$ cat src/rtl/seq_detector_param.sv
// Serial pattern detector with a runtime-loadable pattern, length and overlap mode.
// Produces a Mealy match pulse and keeps a saturating match count.
module seq_detector_param #(
    parameter int MAX_LEN = 8,
    parameter int CNT_W   = 16
) (
    input  logic                         clk,
    input  logic                         rst_n,
    input  logic                         din,
    input  logic                         din_valid,
    input  logic                         cfg_load,
    input  logic [MAX_LEN-1:0]           cfg_pattern,
    input  logic [$clog2(MAX_LEN+1)-1:0] cfg_len,
    input  logic                         cfg_overlap,
    output logic                         dout,
    output logic [CNT_W-1:0]             match_cnt,
    output logic                         cnt_sat
);

    localparam int LEN_W   = $clog2(MAX_LEN + 1);
    localparam int FILL_W  = $clog2(MAX_LEN);
    // The reset pattern is 110110; narrow instances keep only its low bits.
    localparam int DEF_LEN = (MAX_LEN < 6) ? MAX_LEN : 6;
    localparam logic [31:0]        DEF_PAT  = 32'b110110;
    localparam logic [LEN_W-1:0]   LEN_MAX  = LEN_W'(MAX_LEN);
    localparam logic [FILL_W-1:0]  FILL_MAX = FILL_W'(MAX_LEN - 1);
    localparam logic [CNT_W-1:0]   CNT_ALL  = {CNT_W{1'b1}};

    logic [MAX_LEN-1:0] pattern_r;
    logic [LEN_W-1:0]   len_r;
    logic               overlap_r;
    logic [MAX_LEN-2:0] hist_r;
    logic [FILL_W-1:0]  fill_r;
    logic [CNT_W-1:0]   match_cnt_r;
    logic               cnt_sat_r;

    logic [MAX_LEN-1:0] window_s;
    logic [MAX_LEN-1:0] mask_s;
    logic               sample_s;
    logic               armed_s;
    logic               hit_s;
    logic [CNT_W-1:0]   cnt_next_s;

    // Match decision: compare the newest len bits (history plus current din) to the pattern.
    always_comb begin
        window_s = {hist_r, din};
        mask_s   = '0;
        for (int i = 0; i < MAX_LEN; i++) begin
            mask_s[i] = (LEN_W'(i) < len_r);
        end
        sample_s = din_valid & ~cfg_load;
        if (len_r >= LEN_W'(2)) begin
            armed_s = (LEN_W'(fill_r) >= (len_r - LEN_W'(1)));
        end else begin
            armed_s = 1'b0;
        end
        hit_s = rst_n & sample_s & armed_s & (((window_s ^ pattern_r) & mask_s) == '0);
    end

    // Next value of the saturating match counter.
    always_comb begin
        if (hit_s && (match_cnt_r != CNT_ALL)) begin
            cnt_next_s = match_cnt_r + CNT_W'(1);
        end else begin
            cnt_next_s = match_cnt_r;
        end
    end

    // Configuration, history and fill tracking.
    always_ff @(posedge clk or negedge rst_n) begin
        if (!rst_n) begin
            pattern_r <= DEF_PAT[MAX_LEN-1:0];
            len_r     <= LEN_W'(DEF_LEN);
            overlap_r <= 1'b1;
            hist_r    <= '0;
            fill_r    <= '0;
        end else if (cfg_load) begin
            pattern_r <= cfg_pattern;
            len_r     <= (cfg_len > LEN_MAX) ? LEN_MAX : cfg_len;
            overlap_r <= cfg_overlap;
            hist_r    <= '0;
            fill_r    <= '0;
        end else if (din_valid) begin
            hist_r <= window_s[MAX_LEN-2:0];
            // Non-overlapping mode forces the next match to collect a full fresh pattern.
            if (hit_s && !overlap_r) begin
                fill_r <= '0;
            end else if (fill_r != FILL_MAX) begin
                fill_r <= fill_r + FILL_W'(1);
            end else begin
                fill_r <= fill_r;
            end
        end else begin
            hist_r <= hist_r;
            fill_r <= fill_r;
        end
    end

    // Match counter and its registered saturation flag.
    always_ff @(posedge clk or negedge rst_n) begin
        if (!rst_n) begin
            match_cnt_r <= '0;
            cnt_sat_r   <= 1'b0;
        end else begin
            match_cnt_r <= cnt_next_s;
            cnt_sat_r   <= (cnt_next_s == CNT_ALL);
        end
    end

    assign dout      = hit_s;
    assign match_cnt = match_cnt_r;
    assign cnt_sat   = cnt_sat_r;

endmodule

$ cat config.mk
export PLATFORM = sky130hd
export DESIGN_NAME = seq_detector_param
export DESIGN_NICKNAME = d
export VERILOG_FILES = /design/src/rtl/seq_detector_param.sv
export SDC_FILE = /design/constraint.sdc
export NUM_CORES = 1
export LEC_CHECK = 0
export ABC_AREA = 0
export ABC_CLOCK_PERIOD_IN_PS = 3600
export CAP_MARGIN = 20
export CORE_UTILIZATION = 53
export CTS_BUF_LIST = sky130_fd_sc_hd__clkbuf_4 sky130_fd_sc_hd__clkbuf_8 sky130_fd_sc_hd__clkbuf_16
export CTS_CLUSTER_SIZE = 14
export DETAILED_ROUTE_END_ITERATION = 8
export PLACE_DENSITY = 0.86
export SETUP_SLACK_MARGIN = 0.2
export SLEW_MARGIN = 20
export SYNTH_ARGS = -nofsm -noshare
export SYNTH_HDL_FRONTEND = slang
export SYNTH_SLANG_ARGS = --single-unit
$ cat constraint.sdc
create_clock -name clk -period 3.6 [get_ports clk]
set_clock_uncertainty 0.05 [all_clocks]
set_input_delay 0.72 -clock clk [delete_from_list [all_inputs] [get_ports clk]]
set_output_delay 0.72 -clock clk [all_outputs]
set_load 0.01 [all_outputs]
# Word level (Yosys, flattened, before mapping)
# Cells that the tools add are included.
[totals]
word_cells = 47
regBits = 40
out_inout_bits = 18
inputBits = 18
[classes]
muxes = 9
order_cmp = 11
bitwise_logic = 7
add_sub_neg = 3
eq_ne = 3
n_reduce_logical = 7
[op_table]
columns = ["op", "n"]
rows = [
  ["16-bit by 1-bit adder with 16-bit output, second input constant", 1],
  ["16-bit == test, second input constant", 1],
  ["3-bit by 4-bit less-than comparator with 1-bit output, first input constant", 4],
  ["16-bit 2-to-1 mux", 1],
  ["16-bit inequality test, second input constant", 1],
  ["7-bit 2-to-1 mux", 2],
  ["3-bit 2-to-1 mux", 4],
  ["8-bit AND", 1],
  ["8-bit logical NOT", 1],
  ["1-bit by 4-bit less-than comparator with 1-bit output, first input constant", 2],
  ["2-bit by 4-bit less-than comparator with 1-bit output, first input constant", 2],
  ["8-bit XOR", 1],
  ["1-bit AND", 4],
  ["3-bit by 4-bit greater-or-equal comparator with 1-bit output", 1],
  ["4-bit by 2-bit greater-or-equal comparator with 1-bit output, second input constant", 1],
  ["4-bit greater-than comparator, second input constant", 1],
  ["4-bit 2-to-1 mux", 1],
  ["4-bit by 1-bit subtractor with 4-bit output, second input constant", 1],
  ["3-bit by 1-bit adder with 3-bit output, second input constant", 1],
  ["3-bit inequality test, second input constant", 1],
  ["3-bit nonzero test", 1],
  ["1-bit logical AND", 2],
  ["2-bit AND reduction", 1],
  ["2-bit nonzero test", 1],
  ["3 further kinds", 3],
]

# Longest topological paths before layout
# Gate-level depths: netlist (run 1).
[depth]
ltp_word = 9
mapped_depth = 11
ltp_nobuf = 10

# Worst setup path after synthesis (run 1)
# Ideal clock, no wire load.
[synth_path]
path_type = "reg-to-reg"
from = "register len_r[0]"
to = "register cnt_sat_r, in the netlist cnt_sat"
required_time_ns = 3.452
path_slack_ns = 0.893
stages_incl_launch_ff = 12
arrival_ns = 2.559
n_path_buf = 1
setup_time_ns = 0.098
synth_period_minus_slack_ns = 2.707
cell_sequence = "dfrtp_1 inv_1 ha_1 or3b_1 a221oi_2 o2111ai_1 nor3_2 buf_6 and4_2 mux2i_1 nand4_1 nor4bb_2"
[synth_between]
elab_chain_len = 8
word_cells_on_any_way = 19
cone_classes = "add/sub (1); order compare (10); eq/ne (1); mux (2); bitwise (3); reduce/logical (2)"
[synth_lines]
columns = ["element", "line_no", "rtl"]
rows = [
  ["start, declared", "30", "logic [LEN_W-1:0] len_r;"],
  ["start signal, assigned", "73", "len_r <= LEN_W'(DEF_LEN);"],
  ["start signal, assigned", "79", "len_r <= (cfg_len > LEN_MAX) ? LEN_MAX : cfg_len;"],
  ["4-bit by 1-bit subtractor with 4-bit output", "53", "armed_s = (LEN_W'(fill_r) >= (len_r - LEN_W'(1)));"],
  ["3-bit by 4-bit greater-or-equal comparator with 1-bit output", "53", ""],
  ["1-bit 2-to-1 mux", "52", "if (len_r >= LEN_W'(2)) begin"],
  ["1-bit AND", "57", "hit_s = rst_n & sample_s & armed_s & (((window_s ^ pattern_r) & mask_s) == '0);"],
  ["1-bit AND (*)", "57", ""],
  ["named net dout", "15", "output logic dout,"],
  ["1-bit logical AND (*)", "62", "if (hit_s && (match_cnt_r != CNT_ALL)) begin"],
  ["16-bit 2-to-1 mux (*)", "62", ""],
  ["named net cnt_next_s[10]", "42", "logic [CNT_W-1:0] cnt_next_s;"],
  ["16-bit == test (*)", "106", "cnt_sat_r <= (cnt_next_s == CNT_ALL);"],
  ["end signal, assigned", "106", ""],
  ["end, declared", "35", "logic cnt_sat_r;"],
]
# The timed path passes the listed nets; every way through them passes the cells marked *.
# A chain may end at the register's enable or synchronous reset.

# Final worst setup path (run 1)
[layout_path]
from = "register len_r[0]"
to = "output dout"
[layout_between]
elab_chain_len = 5
word_cells_on_any_way = 16
cone_classes = "add/sub (1); order compare (10); mux (1); bitwise (3); reduce/logical (1)"
[layout_lines]
columns = ["element", "line_no"]
rows = [
  ["4-bit by 1-bit subtractor with 4-bit output", "53"],
  ["3-bit by 4-bit greater-or-equal comparator with 1-bit output", "53"],
  ["1-bit 2-to-1 mux", "52"],
  ["1-bit AND", "57"],
  ["1-bit AND (*)", "57"],
  ["end, declared", "15"],
]
# Every way passes the cells marked *; elsewhere a longest branch is shown, timed or not.

==> impl_metrics.yaml, run 1 <==
route:
  drt-wirelength-per-cell_um: 14.93
  drt-total-wl_mm: 4.346
  vias_per_cell: 5.605
  drcViolationCount: 0
  vias: 1631
  first_pass_iters: 4
  drtAntennaViolNets: 0
  drt_first_iter_violations: 123
logic_synthesis:
  synth_edf_count: 0
  synth_commonest_cells: "33 x dfrtp_1, 19 x nor2_1, 13 x nand2_1, 12 x mux2_2, 12 x xor2_1"
  synthCells: 200
  synth_area_leader_cell: "dfrtp_1"
  synth.most_common_cell: "dfrtp_1"
  synth_warnings: 0
  synth_nets: 228
  synth_area_um2: 2228
  async_flop_share: 1.000
  avgSynthCellArea_um2: 11.14
  synth_flop_cell: "dfrtp_1"
  synthTopCellsByArea: "dfrtp_1 37%, dfstp_2 8.3%, mux2_2 6.1%"
  yosysTopAreaCellShare: 0.3706
  seq_area_frac_synth: 0.4531
  yosys.cell_types.count: 46
  ys_ff_latch: 40
sta:
  grt_setup_unrepaired: "false"
  finalHoldViolCount: 0
  post-route-period-util: 0.8908
  max_slew_margin: 0.6676
  tightest_slew_ps: 498.6
  finalSetupViolCount: 0
  max_freq_mhz: 311.8
  fin_crit_ps: 3207
  setup-tns-final_ps: 0
  finalMaxSlewViolations: 0
cts:
  cts_buffer_depth: 2
  postCtsSetupRepairBufs: 0
  cts_buffers: 5
  htreeDepth: 2
  clkSinkCount: 40
  clk_pin_slew_ps: 70
  cts_tree: "built"
  cts_root_buf: "clkbuf_8"
  clock_latency_ps: 300
die:
  die_h_um: 66.84
  io_pins: 36
  die_w_um: 66.84
  die_area_um2: 4468
  fp-row-count: 23
  initial_utilization: 0.5531
  core_um2: 4029
setup_path:
  critPathArrivalTime_ps: 2440
  reg2reg_to: "cnt_sat"
  cp-start-kind: "register"
  cp_slowest_stage_delay_ps: 440
  cp.required_ps: 2830
  reg2reg_from: "len_r[0]"
  rr_worst_depth: 11
  crit_buf_inv: 2
  crit_type: "register to primary output"
  end_kind: "primary output"
  path_max_fanout: 5
  critPathSlowestCell: "dfrtp_1"
  crit_chain: "inv_1 -> ha_1 -> or3b_1 -> a221oi_2 -> o2111ai_1 -> nor3_2 -> dlygate4sd2_1"
  crit_cells: 7
  cp_top_family: "simple AND/OR/NAND/NOR gates"
  r2r_slack_ps: 490
place:
  portBuffers: 35
  gp_congestion: 0.8330
  dpl.hpwl_mm: 3.167
  dpl_cell_area_um2: 2614
layout:
  nets: 268
  diodes: 0
  fillCellCount: 312
  final_cell_area_um2: 2724
  layout-drive-gt1-share: 0.1950
  syn2layout_area_growth_pct: 22.23
global_routing:
  grt.overflow.total: 0
  grt_pass1_vias: 1596
  grt_pass1_wl_mm: 7.238
  antenna_found_initial: 0
  grt_use_total: 0.2202
  grt_max_degree: 41
min_path:
  hold_path_class: "input pin to async pin"
status:
  status: "finished clean"
pwr:
  max-vdd-ir-drop_mv: 0.2357
  power_leakage_nw: 1.228
  pwr_density_cell_nw_per_um2: 369.2
job:
  drv_cap: 0
==> power breakdown <==
group          internal (mW)  switching (mW)  total (mW)
registers              0.477          0.0252       0.503
logic                 0.0724          0.0589       0.131
clock network          0.213           0.159       0.372
==> state kept, by name (all words and copies together), names as in the netlist <==
register   count
fill_r         3
len_r          4
match_cnt     16
hist_r         7
cnt_sat        1
overlap_r      1
pattern_r      8
==> cell type report <==
class	count	area (µm²)	area share
clock inverter	2	35.03	0.01286
inverter	7	26.28	0.009646
tap	50	62.56	0.02297
sequential	40	1010	0.3707
clock buffer	6	76.32	0.02802
timing repair buffer	39	374.1	0.1373
multi-input combinational	147	1140	0.4185
==> worst reg2reg max path, cell delays in order (launching register included) <==
cell	delay, ps
dfrtp_1	440
inv_1	160
ha_1	200
or3b_1	370
a221oi_2	230
o2111ai_1	160
nor3_2	280
buf_4	220
and4_2	250
mux2i_1	220
nand4_1	140
nor4bb_2	290
==> what timing repair did <==
action | 4_1_cts | 5_1_grt
setup endpoints to repair | 1 | 0
hold buffers | 0 | 0
resized for setup | 1 | 0
==> layout by cell type, fill, tap and decap left out, drive strengths merged, types with 7 or more instances in the layout <==
| cell type | count |
|---|---|
| clkdlybuf4s50 | 33 |
| dfrtp | 33 |
| dfstp | 7 |
| ha | 10 |
| inv | 7 |
| mux2 | 12 |
| mux2i | 9 |
| nand2 | 14 |
| nand4 | 7 |
| nor2 | 19 |
| xnor2 | 9 |
| xor2 | 13 |
==> stage by stage <==
step	cells	utilization	hold WS, ps	total power [mW]	setup WS, ps
2_1_floorplan	200	-	374.4	0.5888	893.2
6_report	291	0.6761	443.2	1.006	393.2
3_3_place_gp	283	0.6488	438.0	0.6364	252.3
3_5_place_dp	283	0.6488	444.0	0.6422	225.2
4_1_cts	291	0.6761	454.8	1.014	367.8
5_1_grt	291	0.6761	488.4	1.050	205.4
==> logic make-up (layout without fill, tap and decap cells) <==
family / after synthesis / in the layout / share of synthesized area
XOR/XNOR: 22 / 22 / 0.09658
AND/OR/NAND/NOR: 68 / 68 / 0.1741
AO/OA/AOI/OAI: 26 / 26 / 0.08366
buffers and inverters: 13 / 54 / 0.03538
adder cells (fa/ha/maj): 10 / 10 / 0.05615
flip-flops: 40 / 40 / 0.4531
multiplexers: 21 / 21 / 0.1011
==> per-layer routing <==
layer	vias to the layer above	global-route usage	wire, µm
met5	-	0	0
met4	0	0.1011	97
met3	11	0.05308	155
met2	33	0.3232	1995
met1	795	0.3038	2098
li1	792	-	-
==> worst max path at each step <==
stage / from / end
5_1_grt: len_r[0] / dout
3_3_place_gp: din / dout
4_1_cts: len_r[0] / dout
6_report: len_r[0] / dout
2_1_floorplan: len_r[0] / cnt_sat
3_5_place_dp: din / dout
Power figures use the tool's default switching activity.
==> inputs of run 2 (changes only) <==
--- a/config.mk
+++ b/config.mk
@@ -10,7 +10,6 @@
 export CAP_MARGIN = 20
 export CORE_UTILIZATION = 53
 export CTS_BUF_LIST = sky130_fd_sc_hd__clkbuf_4 sky130_fd_sc_hd__clkbuf_8 sky130_fd_sc_hd__clkbuf_16
-export CTS_CLUSTER_SIZE = 14
 export DETAILED_ROUTE_END_ITERATION = 8
 export PLACE_DENSITY = 0.86
 export SETUP_SLACK_MARGIN = 0.2
==> results of run 2 <==
No change in the layout: final DEF, timing and power equal those of run 1.
